$ cat config.mk
export PLATFORM = sky130hd
export DESIGN_NAME = bola
export DESIGN_NICKNAME = d
export VERILOG_FILES = /design/src/rtl/bola.sv
export SDC_FILE = /design/constraint.sdc
export NUM_CORES = 1
export LEC_CHECK = 0
export BUFFER_PORTS_ARGS = -buffer_cell sky130_fd_sc_hd__buf_2
export CORE_MARGIN = 2
export CORE_UTILIZATION = 60
export DETAILED_ROUTE_END_ITERATION = 8
export HOLD_SLACK_MARGIN = 0.1
export PLACE_DENSITY = 0.82
export SKIP_CTS_REPAIR_TIMING = 1
export SLEW_MARGIN = 20
export SYNTH_ARGS = -nofsm -noshare
export SYNTH_HDL_FRONTEND = slang
export SYNTH_SLANG_ARGS = --single-unit
$ cat constraint.sdc
create_clock -name CLOCK_50 -period 10.2 [get_ports CLOCK_50]
set_clock_uncertainty 0.1 [all_clocks]
set_input_delay 1.02 -clock CLOCK_50 [delete_from_list [all_inputs] [get_ports CLOCK_50]]
set_output_delay 1.02 -clock CLOCK_50 [all_outputs]
set_load 0.005 [all_outputs]
$ cat src/rtl/bola.sv
// bola: ball controller for the brick-breaker game.
// Holds the ball on the ship until launched, moves it on a fixed tick,
// reflects it off the walls and the ship, pulses bateu on each ship hit and
// perdeu when the ball drops past the bottom edge.
// Optional feature macro: BOLA_ACELERA_EN (each ship hit raises the speed by
// one pixel per tick, saturating at 4).
module bola #(
  parameter int TICK_DIV  = 833333,
  parameter int BALL_SIZE = 8,
  parameter int SCREEN_W  = 640,
  parameter int SCREEN_H  = 480,
  parameter int STEP      = 2
) (
  input  logic       CLOCK_50,
  input  logic       resetNave,
  input  logic       pausa,
  input  logic       iniciarBola,
  input  logic [9:0] x_nave,
  input  logic [9:0] y_nave,
  input  logic [9:0] largura_nave,
  input  logic [9:0] altura_nave,
  output logic       bateu,
  output logic       perdeu,
  output logic [9:0] x_bola,
  output logic [9:0] y_bola,
  output logic [9:0] tamanho_bola,
  output logic       voando
);

  localparam int CNT_W = (TICK_DIV > 1) ? $clog2(TICK_DIV) : 1;
  localparam logic [CNT_W-1:0]  CNT_MAX = CNT_W'(TICK_DIV - 1);
  localparam logic signed [11:0] BS    = 12'(BALL_SIZE);
  localparam logic signed [11:0] XMAX  = 12'(SCREEN_W - BALL_SIZE);
  localparam logic signed [11:0] YLIM  = 12'(SCREEN_H);

  typedef enum logic [1:0] {PARADA, VOANDO, PERDIDA} estado_t;

  estado_t estado, estado_prox;

  logic [CNT_W-1:0] contador;
  logic             tick, lancar;
  logic [2:0]       velocidade;
  logic             dx_neg, dy_neg, dx_neg_prox, dy_neg_prox;
  logic [9:0]       x_preso, y_preso, x_prox, y_prox;
  logic signed [11:0] vel, dx, dy, xb, yb, nx, ny, xn, yn, wn, hn;
  logic             acerto, fundo;

  assign tamanho_bola = 10'(BALL_SIZE);
  assign x_preso      = x_nave + (largura_nave >> 1) - 10'(BALL_SIZE / 2);
  assign y_preso      = y_nave - 10'(BALL_SIZE);
  assign lancar       = (estado == PARADA) && iniciarBola && !pausa;
  assign tick         = (estado == VOANDO) && !pausa && (contador == CNT_MAX);

`ifdef BOLA_ACELERA_EN
  // Speed grows by one on every ship hit, saturating at 4; a lost ball restarts slow
  always_ff @(posedge CLOCK_50 or posedge resetNave) begin
    if (resetNave)
      velocidade <= 3'(STEP);
    else if (estado == PERDIDA)
      velocidade <= 3'(STEP);
    else if (tick && acerto && velocidade < 3'd4)
      velocidade <= velocidade + 3'd1;
  end
`else
  assign velocidade = 3'(STEP);
`endif

  // Signed next-position arithmetic and the ship-hit / bottom-edge tests
  always_comb begin
    xb     = signed'({2'b00, x_bola});
    yb     = signed'({2'b00, y_bola});
    xn     = signed'({2'b00, x_nave});
    yn     = signed'({2'b00, y_nave});
    wn     = signed'({2'b00, largura_nave});
    hn     = signed'({2'b00, altura_nave});
    vel    = signed'({9'd0, velocidade});
    dx     = dx_neg ? -vel : vel;
    dy     = dy_neg ? -vel : vel;
    nx     = xb + dx;
    ny     = yb + dy;
    acerto = !dy_neg && (yb + BS + dy >= yn) && (yb + BS <= yn + hn) &&
             (xb + BS > xn) && (xb < xn + wn);
    fundo  = (ny + BS >= YLIM);
  end

  // Wall reflection: x and y clamp independently so corners bounce both ways
  always_comb begin
    x_prox      = nx[9:0];
    dx_neg_prox = dx_neg;
    y_prox      = ny[9:0];
    dy_neg_prox = dy_neg;
    if (nx < 0) begin
      x_prox      = 10'd0;
      dx_neg_prox = 1'b0;
    end else if (nx > XMAX) begin
      x_prox      = XMAX[9:0];
      dx_neg_prox = 1'b1;
    end
    if (ny < 0) begin
      y_prox      = 10'd0;
      dy_neg_prox = 1'b0;
    end
  end

  // State register
  always_ff @(posedge CLOCK_50 or posedge resetNave) begin
    if (resetNave) estado <= PARADA;
    else           estado <= estado_prox;
  end

  // Next-state logic: launch, lose the ball on the bottom edge, reattach
  always_comb begin
    estado_prox = estado;
    unique case (estado)
      PARADA:  if (lancar) estado_prox = VOANDO;
      VOANDO:  if (tick && !acerto && fundo) estado_prox = PERDIDA;
      PERDIDA: estado_prox = PARADA;
      default: estado_prox = PARADA;
    endcase
  end

  // State-decoded output
  always_comb begin
    voando = (estado == VOANDO);
  end

  // Ball position, direction, tick counter and the one-cycle event pulses
  always_ff @(posedge CLOCK_50 or posedge resetNave) begin
    if (resetNave) begin
      x_bola   <= 10'd0;
      y_bola   <= 10'd0;
      bateu    <= 1'b0;
      perdeu   <= 1'b0;
      dx_neg   <= 1'b0;
      dy_neg   <= 1'b1;
      contador <= '0;
    end else begin
      bateu  <= 1'b0;
      perdeu <= 1'b0;
      unique case (estado)
        PARADA: begin
          x_bola   <= x_preso;
          y_bola   <= y_preso;
          contador <= '0;
          if (lancar) begin
            dx_neg <= 1'b0;
            dy_neg <= 1'b1;
          end
        end
        VOANDO: begin
          if (!pausa)
            contador <= tick ? '0 : contador + CNT_W'(1);
          if (tick) begin
            if (acerto) begin
              bateu  <= 1'b1;
              x_bola <= x_prox;
              dx_neg <= dx_neg_prox;
              y_bola <= y_preso;
              dy_neg <= 1'b1;
            end else if (fundo) begin
              perdeu <= 1'b1;
            end else begin
              x_bola <= x_prox;
              dx_neg <= dx_neg_prox;
              y_bola <= y_prox;
              dy_neg <= dy_neg_prox;
            end
          end
        end
        PERDIDA: begin
          x_bola   <= x_preso;
          y_bola   <= y_preso;
          contador <= '0;
        end
        default: begin
          contador <= '0;
        end
      endcase
    end
  end

endmodule

======== Word-level counts from Yosys, hierarchy flattened ========
Index checks and enable logic that the tools add are counted.
word-level totals
  register bits ........................... 46
  word-level logic and storage cells ...... 97
  bits of input ports ..................... 44
cells by class
  mux-type cells .......................... 39
  magnitude comparators ................... 8
  $add $sub $neg .......................... 12
  reductions and logical operators ........ 21
  equality and inequality tests ........... 9
operators by type and width
  kind                     number
  $mux W10                 9
  $mux W20                 3
  $pmux W10 S2             2
  $add A11 B12 Y12         2
  $lt A12 B1 Y1 const B    2
  $mux W12                 2
  $add A10 B10 Y11         2
  $add A10 B4 Y11 const B  2
  $add A20 B1 Y20 const B  1
  $eq A20 B20 Y1 const B   1
  $mux W1                  18
  $add A12 B12 Y12         1
  $add A12 B5 Y12 const B  1
  $ge A12 B10 Y1 const B   1
  $ge A12 B11 Y1           1
  $gt A12 B11 Y1 const B   1
  $gt A11 B10 Y1           1
  $le A11 B11 Y1           1
  $lt A10 B11 Y1           1
  $add A10 B9 Y10          1
  $logic_and A1 B1 Y1      10
  $sub A10 B3 Y10 const B  1
  $sub A10 B4 Y10 const B  1
  $reduce_and A5 Y1        1
  other kinds (16)         23

======== Depth between registers and ports, before layout ========
Gate-level depths: netlist of run 1.
  depth in word-level cells ............... 12
  mapped depth ............................ 22

======== Worst setup path before layout of run 1 ========
No wires, ideal clock.
  path type ............................... input to register
  start ................................... input y_nave[0]
  end ..................................... register x_bola[1]
  required time ........................... 9.974 ns
  stages .................................. 21
  setup slack ............................. 5.007 ns
  setup time .............................. 0.126 ns
  data arrival time ....................... 4.967 ns
  cell sequence ........................... ha_1 > fa_1 > a21o_1 > a21oi_1 > o21bai_1 > a21oi_1 > nor2b_1 > o21a_1 > o21ai_0 > nand2b_1 > a21oi_1 > ha_1 > a21oi_1 > o21ai_0 > nor4_1 > o21ai_0 > a2111oi_2 > nand2b_1 > o21ai_2 > buf_6 > a221o_1
between the ends
  longest elaborated chain between the ends .. 8
  elaborated cells on any way between the ends .. 12
  those cells by class .................... 1 x add/sub; 2 x order compare; 1 x eq/ne; 3 x mux; 5 x reduce/logical
RTL lines
  element                                                RTL line  RTL
  start, declared                                        19        input logic [9:0] y_nave,
  $add A10 B10 Y11 or $ge A12 B11 Y1 (tied branches)     81        acerto = !dy_neg && (yb + BS + dy >= yn) && (yb + BS <= yn + hn) &&
  $le A11 B11 Y1 or $logic_and A1 B1 Y1 (tied branches)  81
  $logic_and A1 B1 Y1 (*) (2 in a row)                   81
  $logic_and A1 B1 Y1 (*)                                82        (xb + BS > xn) && (xb < xn + wn);
  $mux W10                                               154       if (acerto) begin
  $mux W10                                               153       if (tick) begin
  $pmux W10 S2                                           140       unique case (estado)
  end signal, assigned                                   142       x_bola <= x_preso;
  end signal, assigned                                   156       x_bola <= x_prox;
  end signal, assigned                                   163       x_bola <= x_prox;
  end, declared                                          24        output logic [9:0] x_bola,
Mark *: on every way between the ends. The rest lies on a longest branch, timed or not. The select of a mux whose other input is x is not followed.
A chain may end at the register's enable or synchronous reset.

======== Worst setup path in the final report of run 1 ========
Same ends and word-level chain as after synthesis.

==> results of run 1 <==
layer usage:
layer  global-route usage [%]  vias to the layer above  share of wire [%]
met2                     49.4                      194                 48
met1                     35.4                     2813                 44
met3                     3.21                       43                4.4
li1                         -                     2869                  -
met4                     10.9                        0                2.6
met5                        0                        -                  0
through the flow:
stage	cell area, um^2	hold WS [ns]
global route	6950	0.371
global placement	6840	0.333
floorplan	6470	0.320
finish	6950	0.352
detailed placement	6850	0.343
CTS	6950	0.355
path summary, 6_finish.rpt:
path                                            end  slack, ns  depth (start not counted)
setup / recovery              x_bola[1]$_DFFE_PP0P_       4.41                         21
min in group asynchronous  contador[17]$_DFFE_PP0P_       0.83                          2
hold / removal                estado[0]$_DFFE_PP0P_       0.35                          1
setup reg to reg              x_bola[1]$_DFFE_PP0P_       4.90                         13
max in group asynchronous   contador[0]$_DFFE_PP0P_       8.58                          2
hold reg to reg               estado[0]$_DFFE_PP0P_       0.35                          1
final cells by class:
class | count | area (um^2)
clock inverters | 1 | 8.76
multi-input cells | 629 | 4890
flip-flops and latches | 46 | 1150
well taps | 136 | 170
fillers | 872 | 3420
repair buffers | 66 | 330
clock buffers | 7 | 96.3
inverters | 81 | 304
state kept, by name, summed over array words and instances (netlist names):
| name | flops |
|---|---|
| estado | 2 |
| contador | 20 |
| dy_neg | 1 |
| bateu | 1 |
| y_bola | 10 |
| dx_neg | 1 |
| x_bola | 10 |
| perdeu | 1 |
kinds of logic after synthesis:
family / Yosys count / share of synthesized area, %
simple gates: 211 / 16.9
compound gates: 198 / 21.1
fa+ha+maj: 116 / 23.1
buf+inv: 100 / 6.71
xor+xnor: 73 / 10.1
flops: 46 / 17.9
mux: 21 / 4.12
other cells: 2 / 0.117
cell usage in the layout, fill, tap and decap left out, types with 11 or more instances in the layout:
cell and n:
a21o_1 15, a21oi_1 56, a31oi_1 14, and3_1 11, buf_2 66, dfrtp_1 45
ha_1 111, inv_1 80, nand2_1 41, nand3_1 26, nand4_1 11, nor2_1 52
nor3_1 15, o21ai_0 32, o21bai_1 16, xnor2_1 49, xor2_1 23
power groups by stage:
stage | logic (mW) | registers (mW) | clock network (mW)
floorplan | 1.52 | 0.319 | 0
global placement | 1.84 | 0.356 | 0
detailed placement | 1.92 | 0.363 | 0
CTS | 1.93 | 0.360 | 0.126
global route | 2.16 | 0.372 | 0.133
finish | 1.95 | 0.366 | 0.125
worst max-delay path: cells and delay by family:
kind | cells | cell delay [ns]
fa+ha+maj | 3 | 0.92
buf+inv | 1 | 0.13
simple gates | 4 | 0.74
compound gates | 13 | 3.05
==> metrics.cfg, run 1 <==
[global_route]
grt_pass1_vias = 5943
grt_pass1_wl_um = 26600
track_usage_pct = 28.2
grt_max_degree = 47
grt_overflow = 0
antenna_found_initial = 0

[pwr]
p_sw_share_pct = 52.7
power_leakage_nw = 3.53
switchingPower_mw = 1.29
powerDensity_mw_per_mm2 = 352
clkPwrFrac_pct = 5.1
seqPwrFrac_pct = 15.0
p_int_mw = 1.16
irDropWorstVdd_mv = 0.187
combPwrFrac_pct = 79.9
power_mw = 2.44

[final_layout]
synthToLayoutAreaGrowth_pct = 8.01
finalNonFillerCells = 966
drive_above_1_share_pct = 12.8
final_nets = 989
final_core_util_pct = 67.0
n_antenna_cell = 0

[clock_tree]
clk_latency_ns = 0.30
cts_max_path_buffers = 2
h-tree-depth = 2
cts_tree = built
root_buffer = clkbuf_8
cts_sinks = 46
clk_transition_reported_paths_ns = 0.09
numCtsBuffers = 5

[sta]
period_needed_ns = 5.79
hold_viol_final = 0
slew-limit-headroom_pct = 31.9
slew_viol_final = 0
setup_viol = 0
fin_crit_sh_pct = 56.8
max_freq_mhz = 173
setup_ws_ns = 4.41
worst_pin_slew_ns = 1.02
rsz0062_at_grt = no
timing.setup.tns_ns = 0

[run_status]
status = completed

[place]
gp_congestion = 0.923
port_buffers = 66
placed_cells = 958
hpwlAfterDp_um = 12900
preCtsSetupSlack_ns = 4.16

[synth]
yosysTopAreaCell = ha_1
yosys.area.top_type_share_pct = 21.6
syn_area_mm2 = 0.00644
syn_inst = 767
yosys-top-cells-area = ha_1 (22%), dfrtp_1 (17%), xnor2_1 (6.7%)
synth_edf_count = 0
synth_common_cells = ha_1 (111), inv_1 (81), a21oi_1 (56)
synth-main-ff-cell = dfrtp_1
ys_types = 81
synth-seq-cells = 46
async_flop_share_pct = 100
synth.most_common_cell = ha_1
syn_avg_cell_area_um2 = 8.39
yosysWarnings = 0
yosysSeqAreaShare_pct = 17.9

[worst_hold_path]
min_path_type = register to register
min_from = estado[1]$_DFFE_PP0P_

[routing]
wire_per_inst_um = 16.5
drc = 0
ant_nets = 0
dr.pass1.iters = 5
wl_um = 16000
vias = 5919
via_per_inst = 6.13
drt_iter0_markers = 376

[floorplanning]
fp-row-count = 37
ios = 77
start_util_pct = 62.1
dieArea_mm2 = 0.0116
die_h_um = 108
core_mm2 = 0.0104
die_w_um = 108

[setup_path]
start_kind = input pin
critPathMaxFanout = 20
worstPathArrival_ns = 5.88
critPathKind = input pin to register
cp_cell_sequence = buf_2, ha_1, fa_1, a21o_1, a21oi_1, o21bai_1, a21oi_1, nor2b_1, o21a_1, o21ai_0, nand2b_1, a21oi_1, ha_1, a21oi_1, o21ai_0, nor4_1, o21ai_0, a2111oi_2, nand2b_1, o21ai_4, a221o_1
slowest_stage = a2111oi_2
r2r_start = dy_neg$_DFFE_PP1P_
crit_top_cell = a21oi_1
max_stage_delay_ns = 0.62
worstPathRequired_ns = 10.29
crit_path_end_kind = register
startpoint = y_nave[0]

[job]
cap_violations = 0

Power figures use the tool's default switching activity.
==> run 2, diff against run 1 <==
--- a/config.mk
+++ b/config.mk
@@ -7,10 +7,10 @@
 export LEC_CHECK = 0
 export BUFFER_PORTS_ARGS = -buffer_cell sky130_fd_sc_hd__buf_2
 export CORE_MARGIN = 2
-export CORE_UTILIZATION = 60
+export CORE_UTILIZATION = 55
 export DETAILED_ROUTE_END_ITERATION = 8
 export HOLD_SLACK_MARGIN = 0.1
-export PLACE_DENSITY = 0.82
+export PLACE_DENSITY = 0.79
 export SKIP_CTS_REPAIR_TIMING = 1
 export SLEW_MARGIN = 20
 export SYNTH_ARGS = -nofsm -noshare
==> constraint.sdc (replaced) <==
create_clock -name CLOCK_50 -period 4.95 [get_ports CLOCK_50]
set_clock_uncertainty 0.1 [all_clocks]
set_input_delay 0.495 -clock CLOCK_50 [delete_from_list [all_inputs] [get_ports CLOCK_50]]
set_output_delay 0.495 -clock CLOCK_50 [all_outputs]
set_load 0.005 [all_outputs]
==> metrics.cfg, run 2 (synthesis results as in run 1) <==
[run_status]
status = completed

[sta]
setup_viol = 0  ; unchanged
slew_viol_final = 0  ; unchanged
max_freq_mhz = 216
worst_pin_slew_ns = 0.934  ; -0.0880 ns
slew-limit-headroom_pct = 37.6  ; +5.8 points
hold_viol_final = 0  ; unchanged
timing.setup.tns_ns = 0  ; unchanged
rsz0062_at_grt = no
period_needed_ns = 4.63
fin_crit_sh_pct = 93.5

[setup_path]
critPathKind = register to register
crit_path_end_kind = register
r2r_setup_slack_ns = 0.32  ; -4.58 ns
start_kind = register
worstPathArrival_ns = 4.69  ; -1.19 ns
r2r_start = y_bola[4]$_DFFE_PP0P_
worst_r2r_endpoint = y_bola[7]$_DFFE_PP0P_
rr_worst_depth = 16  ; +3
critPathMaxFanout = 8  ; -60%
worstPathRequired_ns = 5.02  ; -5.27 ns

[floorplanning]
core_mm2 = 0.0114  ; +10%
fp-row-count = 39  ; +5.4%
die_w_um = 112  ; +4.3%
ios = 77  ; unchanged
die_h_um = 112  ; +4.3%
dieArea_mm2 = 0.0126  ; +8.7%
start_util_pct = 56.4  ; -5.7 points

[routing]
wl_um = 14700  ; -8.1%
dr.pass1.iters = 5  ; unchanged
drc = 0  ; unchanged
ant_nets = 0  ; unchanged
drt_iter0_markers = 342  ; -9.0%
wire_per_inst_um = 15.0  ; -9.5%
via_per_inst = 5.87  ; -4.2%
vias = 5756  ; -2.8%

[clock_tree]
cts_tree = built
cts_sinks = 46  ; unchanged
h-tree-depth = 2  ; unchanged
clk_transition_reported_paths_ns = 0.07  ; -0.02 ns
cts_max_path_buffers = 2  ; unchanged
clk_latency_ns = 0.29  ; about the same
numCtsBuffers = 5  ; unchanged
root_buffer = clkbuf_16

[final_layout]
final_nets = 997  ; +0.81%
layout_common_cells = ha_1 (111), inv_1 (80), buf_2 (66), a21oi_1 (54), nor2_1 (52)
regMostFlops = contador
n_antenna_cell = 0  ; unchanged
largest_reg_flops = 20  ; unchanged
synthToLayoutAreaGrowth_pct = 9.93
reg_top3 = contador (20), x_bola (10), y_bola (10)
final_area_mm2 = 0.00708  ; +1.8%
drive_above_1_share_pct = 13.7  ; +0.95 points
final_common_cell = ha_1

[pwr]
power_mw = 5.07  ; +110%
powerDensity_mw_per_mm2 = 716  ; +100%
irDropWorstVdd_mv = 0.320  ; +71%
power_leakage_nw = 3.59  ; +1.8%

[place]
placed_cell_area_mm2 = 0.00692  ; +1.1%
port_buffers = 66  ; unchanged
hpwlAfterDp_um = 12100  ; -6.7%
gp_congestion = 0.845  ; -8.4%

[global_route]
grt_pass1_vias = 5438  ; -8.5%
track_usage_pct = 23.2  ; -5.0 points
antenna_found_initial = 0  ; unchanged
grt_pass1_wl_um = 24900  ; -6.5%
grt_max_degree = 47  ; unchanged
grt_overflow = 0  ; unchanged

[worst_hold_path]
min_path_type = input pin to asynchronous set/reset pin

[job]
cap_violations = 0  ; unchanged

==> run 2: cell types whose count changed in the layout (fill, tap and decap cells not counted), sizes merged <==
cell	before	now
clkinv	1	2
buf	66	74
clkbuf	7	6
==> run 2: worst max path at each step <==
stage          slack (ns)                   from                    end  cells after the start
2_1_floorplan        0.28              y_nave[0]  x_bola[1]$_DFFE_PP0P_                     21
3_3_place_gp         0.07              y_nave[0]  y_bola[5]$_DFFE_PP0P_                     23
3_5_place_dp        -0.05              y_nave[0]  y_bola[4]$_DFFE_PP0P_                     23
4_1_cts              0.22  y_bola[4]$_DFFE_PP0P_  y_bola[7]$_DFFE_PP0P_                     16
5_1_grt              0.06              y_nave[0]  y_bola[6]$_DFFE_PP0P_                     23
6_report             0.32  y_bola[4]$_DFFE_PP0P_  y_bola[7]$_DFFE_PP0P_                     16
==> run 2: worst max-delay path, cell delays in order, from the launching register on <==
cell and delay (ns):
dfrtp_1 0.49, ha_1 0.27, xor2_1 0.28, ha_1 0.35, and3_1 0.17, a2111oi_1 0.57, a21oi_1 0.23, xor2_1 0.20
ha_1 0.31, nor2b_1 0.11, o21ai_0 0.07, o211a_1 0.14, a2111oi_2 0.43, nand2b_1 0.19, o21ai_2 0.09, buf_4 0.20
mux2_4 0.30
==> run 2: area by class of cell <==
type	instances	area [um^2]
timing repair buffer	74	403
clock buffer	6	129
tap	143	179
inverter	81	304
fill	1014	4340
clock inverter	2	13.8
multi-input combinational	629	4890
sequential	46	1150
==> run 2: power breakdown <==
part           total, mW  leakage (nW)  switching, mW  internal (mW)
registers          0.715         0.586          0.235          0.480
logic               4.02          2.94           2.22           1.80
clock network      0.329        0.0708          0.142          0.187
total               5.07          3.59           2.60           2.47
==> run 2: per-stage QoR <==
stage / hold slack [ns] / cells / setup WS [ns] / utilization (%)
floorplan: 0.320 / 775 / 0.282 / -
global placement: 0.338 / 973 / 0.0679 / 60.6
detailed placement: 0.349 / 973 / -0.0472 / 60.6
CTS: 0.359 / 981 / 0.223 / 61.9
global route: 0.374 / 981 / 0.0598 / 62.0
finish: 0.316 / 981 / 0.321 / 62.0
==> run 2: metal layers <==
layer	vias to the layer above	routed length (um)	GRT usage, %
met3	20	623	2.38
met5	-	0	0
met4	0	196	4.88
met2	138	6730	37.7
li1	2900	-	-
met1	2698	7120	33.7
==> run 3, diff against run 2 <==
==> constraint.sdc (replaced) <==
create_clock -name CLOCK_50 -period 3.85 [get_ports CLOCK_50]
set_clock_uncertainty 0.1 [all_clocks]
set_input_delay 0.385 -clock CLOCK_50 [delete_from_list [all_inputs] [get_ports CLOCK_50]]
set_output_delay 0.385 -clock CLOCK_50 [all_outputs]
set_load 0.005 [all_outputs]
==> metrics.cfg, run 3 (synthesis results as in run 1) <==
[floorplanning]
fp-row-count = 39  ; unchanged
dieArea_mm2 = 0.0126  ; unchanged
ios = 77  ; unchanged
start_util_pct = 56.4  ; unchanged
die_h_um = 112  ; unchanged
core_mm2 = 0.0114  ; unchanged
die_w_um = 112  ; unchanged

[place]
port_buffers = 66  ; unchanged
gp_congestion = 0.893  ; +5.6%
hpwlAfterDp_um = 13100  ; +8.5%

[setup_path]
worstPathRequired_ns = 3.93  ; -1.09 ns
max_stage_delay_ns = 0.39  ; -0.18 ns
cp_cell_sequence = buf_8, ha_4, fa_2, a21o_1, a21oi_2, o21bai_1, a21oi_2, nor2b_1, o21a_1, or3_1, nand2_2, ha_4, a21oi_2, o21ai_2, nor4_2, o21ai_2, a2111oi_4, nand2b_4, o21ai_4, clkbuf_16, mux2_4
worstPathArrival_ns = 4.36  ; -0.33 ns
critPathMaxFanout = 5  ; -3
slowest_stage = a2111oi_4
crit_path_end_kind = register
critPathKind = input pin to register
start_kind = input pin
crit_top_cell = a21oi_2

[sta]
hold_viol_final = 0  ; unchanged
setup_ws_ns = -0.430  ; -0.751 ns
rsz0062_at_grt = yes
worst_pin_slew_ns = 0.949  ; +0.0152 ns
setup_viol = 25  ; +25
fin_crit_sh_pct = 111
max_freq_mhz = 234
period_needed_ns = 4.28
slew-limit-headroom_pct = 36.6  ; -1.0 points
slew_viol_final = 0  ; unchanged

[clock_tree]
numCtsBuffers = 5  ; unchanged
root_buffer = clkbuf_16
cts_max_path_buffers = 2  ; unchanged
h-tree-depth = 2  ; unchanged
clk_latency_ns = 0.29  ; about the same
cts_tree = built
cts_sinks = 46  ; unchanged
clk_transition_reported_paths_ns = 0.06  ; about the same

[final_layout]
final_core_util_pct = 71.3  ; +9.3 points
synthToLayoutAreaGrowth_pct = 26.5
final_nets = 1106  ; +11%
n_antenna_cell = 0  ; unchanged
reg_top3 = contador (20), x_bola (10), y_bola (10)
final_common_cell = buf_4
layout_common_cells = buf_4 (109), ha_1 (108), inv_1 (80), buf_2 (64), nor2_1 (52)
fillCellCount = 890  ; -12%
regMostFlops = contador
largest_reg_flops = 20  ; unchanged
drive_above_1_share_pct = 26.6  ; +13 points

[global_route]
grt_pass1_wl_um = 26600  ; +6.6%
grt_max_degree = 47  ; unchanged
grt_pass1_vias = 5917  ; +8.8%
track_usage_pct = 25.1  ; +1.9 points
antenna_found_initial = 0  ; unchanged
grt_overflow = 0  ; unchanged

[routing]
wl_um = 16700  ; +14%
drt_iter0_markers = 328  ; -4.1%
via_per_inst = 5.75  ; -2.1%
ant_nets = 0  ; unchanged
dr.pass1.iters = 4  ; -1
vias = 6264  ; +8.8%
drc = 0  ; unchanged
wire_per_inst_um = 15.4  ; +2.7%

[run_status]
status = finished with violations
violations = setup timing

[pwr]
irDropWorstVdd_mv = 0.558  ; +74%
power_leakage_nw = 4.17  ; +16%
powerDensity_mw_per_mm2 = 968  ; +35%
power_mw = 7.88  ; +56%

[job]
cap_violations = 0  ; unchanged

[worst_hold_path]
min_path_type = input pin to asynchronous set/reset pin

## run 3: per-layer routing
layer	global-route usage, %	share of wire (%)	vias up
li1	-	-	3120
met1	33.6	46	2944
met2	43.8	47	159
met3	2.65	4.2	41
met4	6.26	3.1	0
met5	0	0	-
## run 3: final timing paths
path	from	end	slack [ns]	cells after the start
min reg2reg	estado[1]$_DFFE_PP0P_	estado[0]$_DFFE_PP0P_	0.36	1
min	resetNave	contador[11]$_DFFE_PP0P_	0.22	2
max in group asynchronous	resetNave	estado[0]$_DFFE_PP0P_	2.85	2
min in group CLOCK_50	estado[1]$_DFFE_PP0P_	estado[0]$_DFFE_PP0P_	0.36	1
max reg2reg	y_bola[3]$_DFFE_PP0P_	x_bola[7]$_DFFE_PP0P_	-0.28	16
max	y_nave[0]	x_bola[7]$_DFFE_PP0P_	-0.43	21
## run 3: where the power goes
part | internal, mW | switching, mW | total, mW
sequential | 0.618 | 0.193 | 0.811
combinational | 3.22 | 3.43 | 6.65
clock | 0.241 | 0.179 | 0.420
## run 3: final cells by class
type                       count  area [um^2]  share of cell area (%)
multi-input combinational    631         5110                    62.8
timing repair buffer         181         1250                    15.4
sequential                    46         1150                    14.2
inverter                      81          304                    3.73
tap                          143          179                    2.20
clock buffer                   7          133                    1.63
clock inverter                 1         7.51                  0.0922
## run 3: critical path, delay by kind of cell
kind / cells / cell delay (ns)
AO/OA/AOI/OAI: 10 / 1.67
adder cells (fa/ha/maj): 3 / 0.69
buffers and inverters: 2 / 0.28
multiplexers: 1 / 0.29
AND/OR/NAND/NOR: 5 / 1.02
## run 3: metrics by stage
step	cell area, um^2	hold WS (ns)	TNS, ns	std cells	setup slack (ns)
2_1_floorplan	6530	0.320	-5.49	775	-0.309
3_3_place_gp	7720	0.333	-13.25	1074	-0.619
3_5_place_dp	7720	0.335	-16.94	1074	-0.767
4_1_cts	7870	0.246	-10.66	1082	-0.560
5_1_grt	8140	0.312	-11.54	1090	-0.545
6_report	8140	0.217	-8.35	1090	-0.430
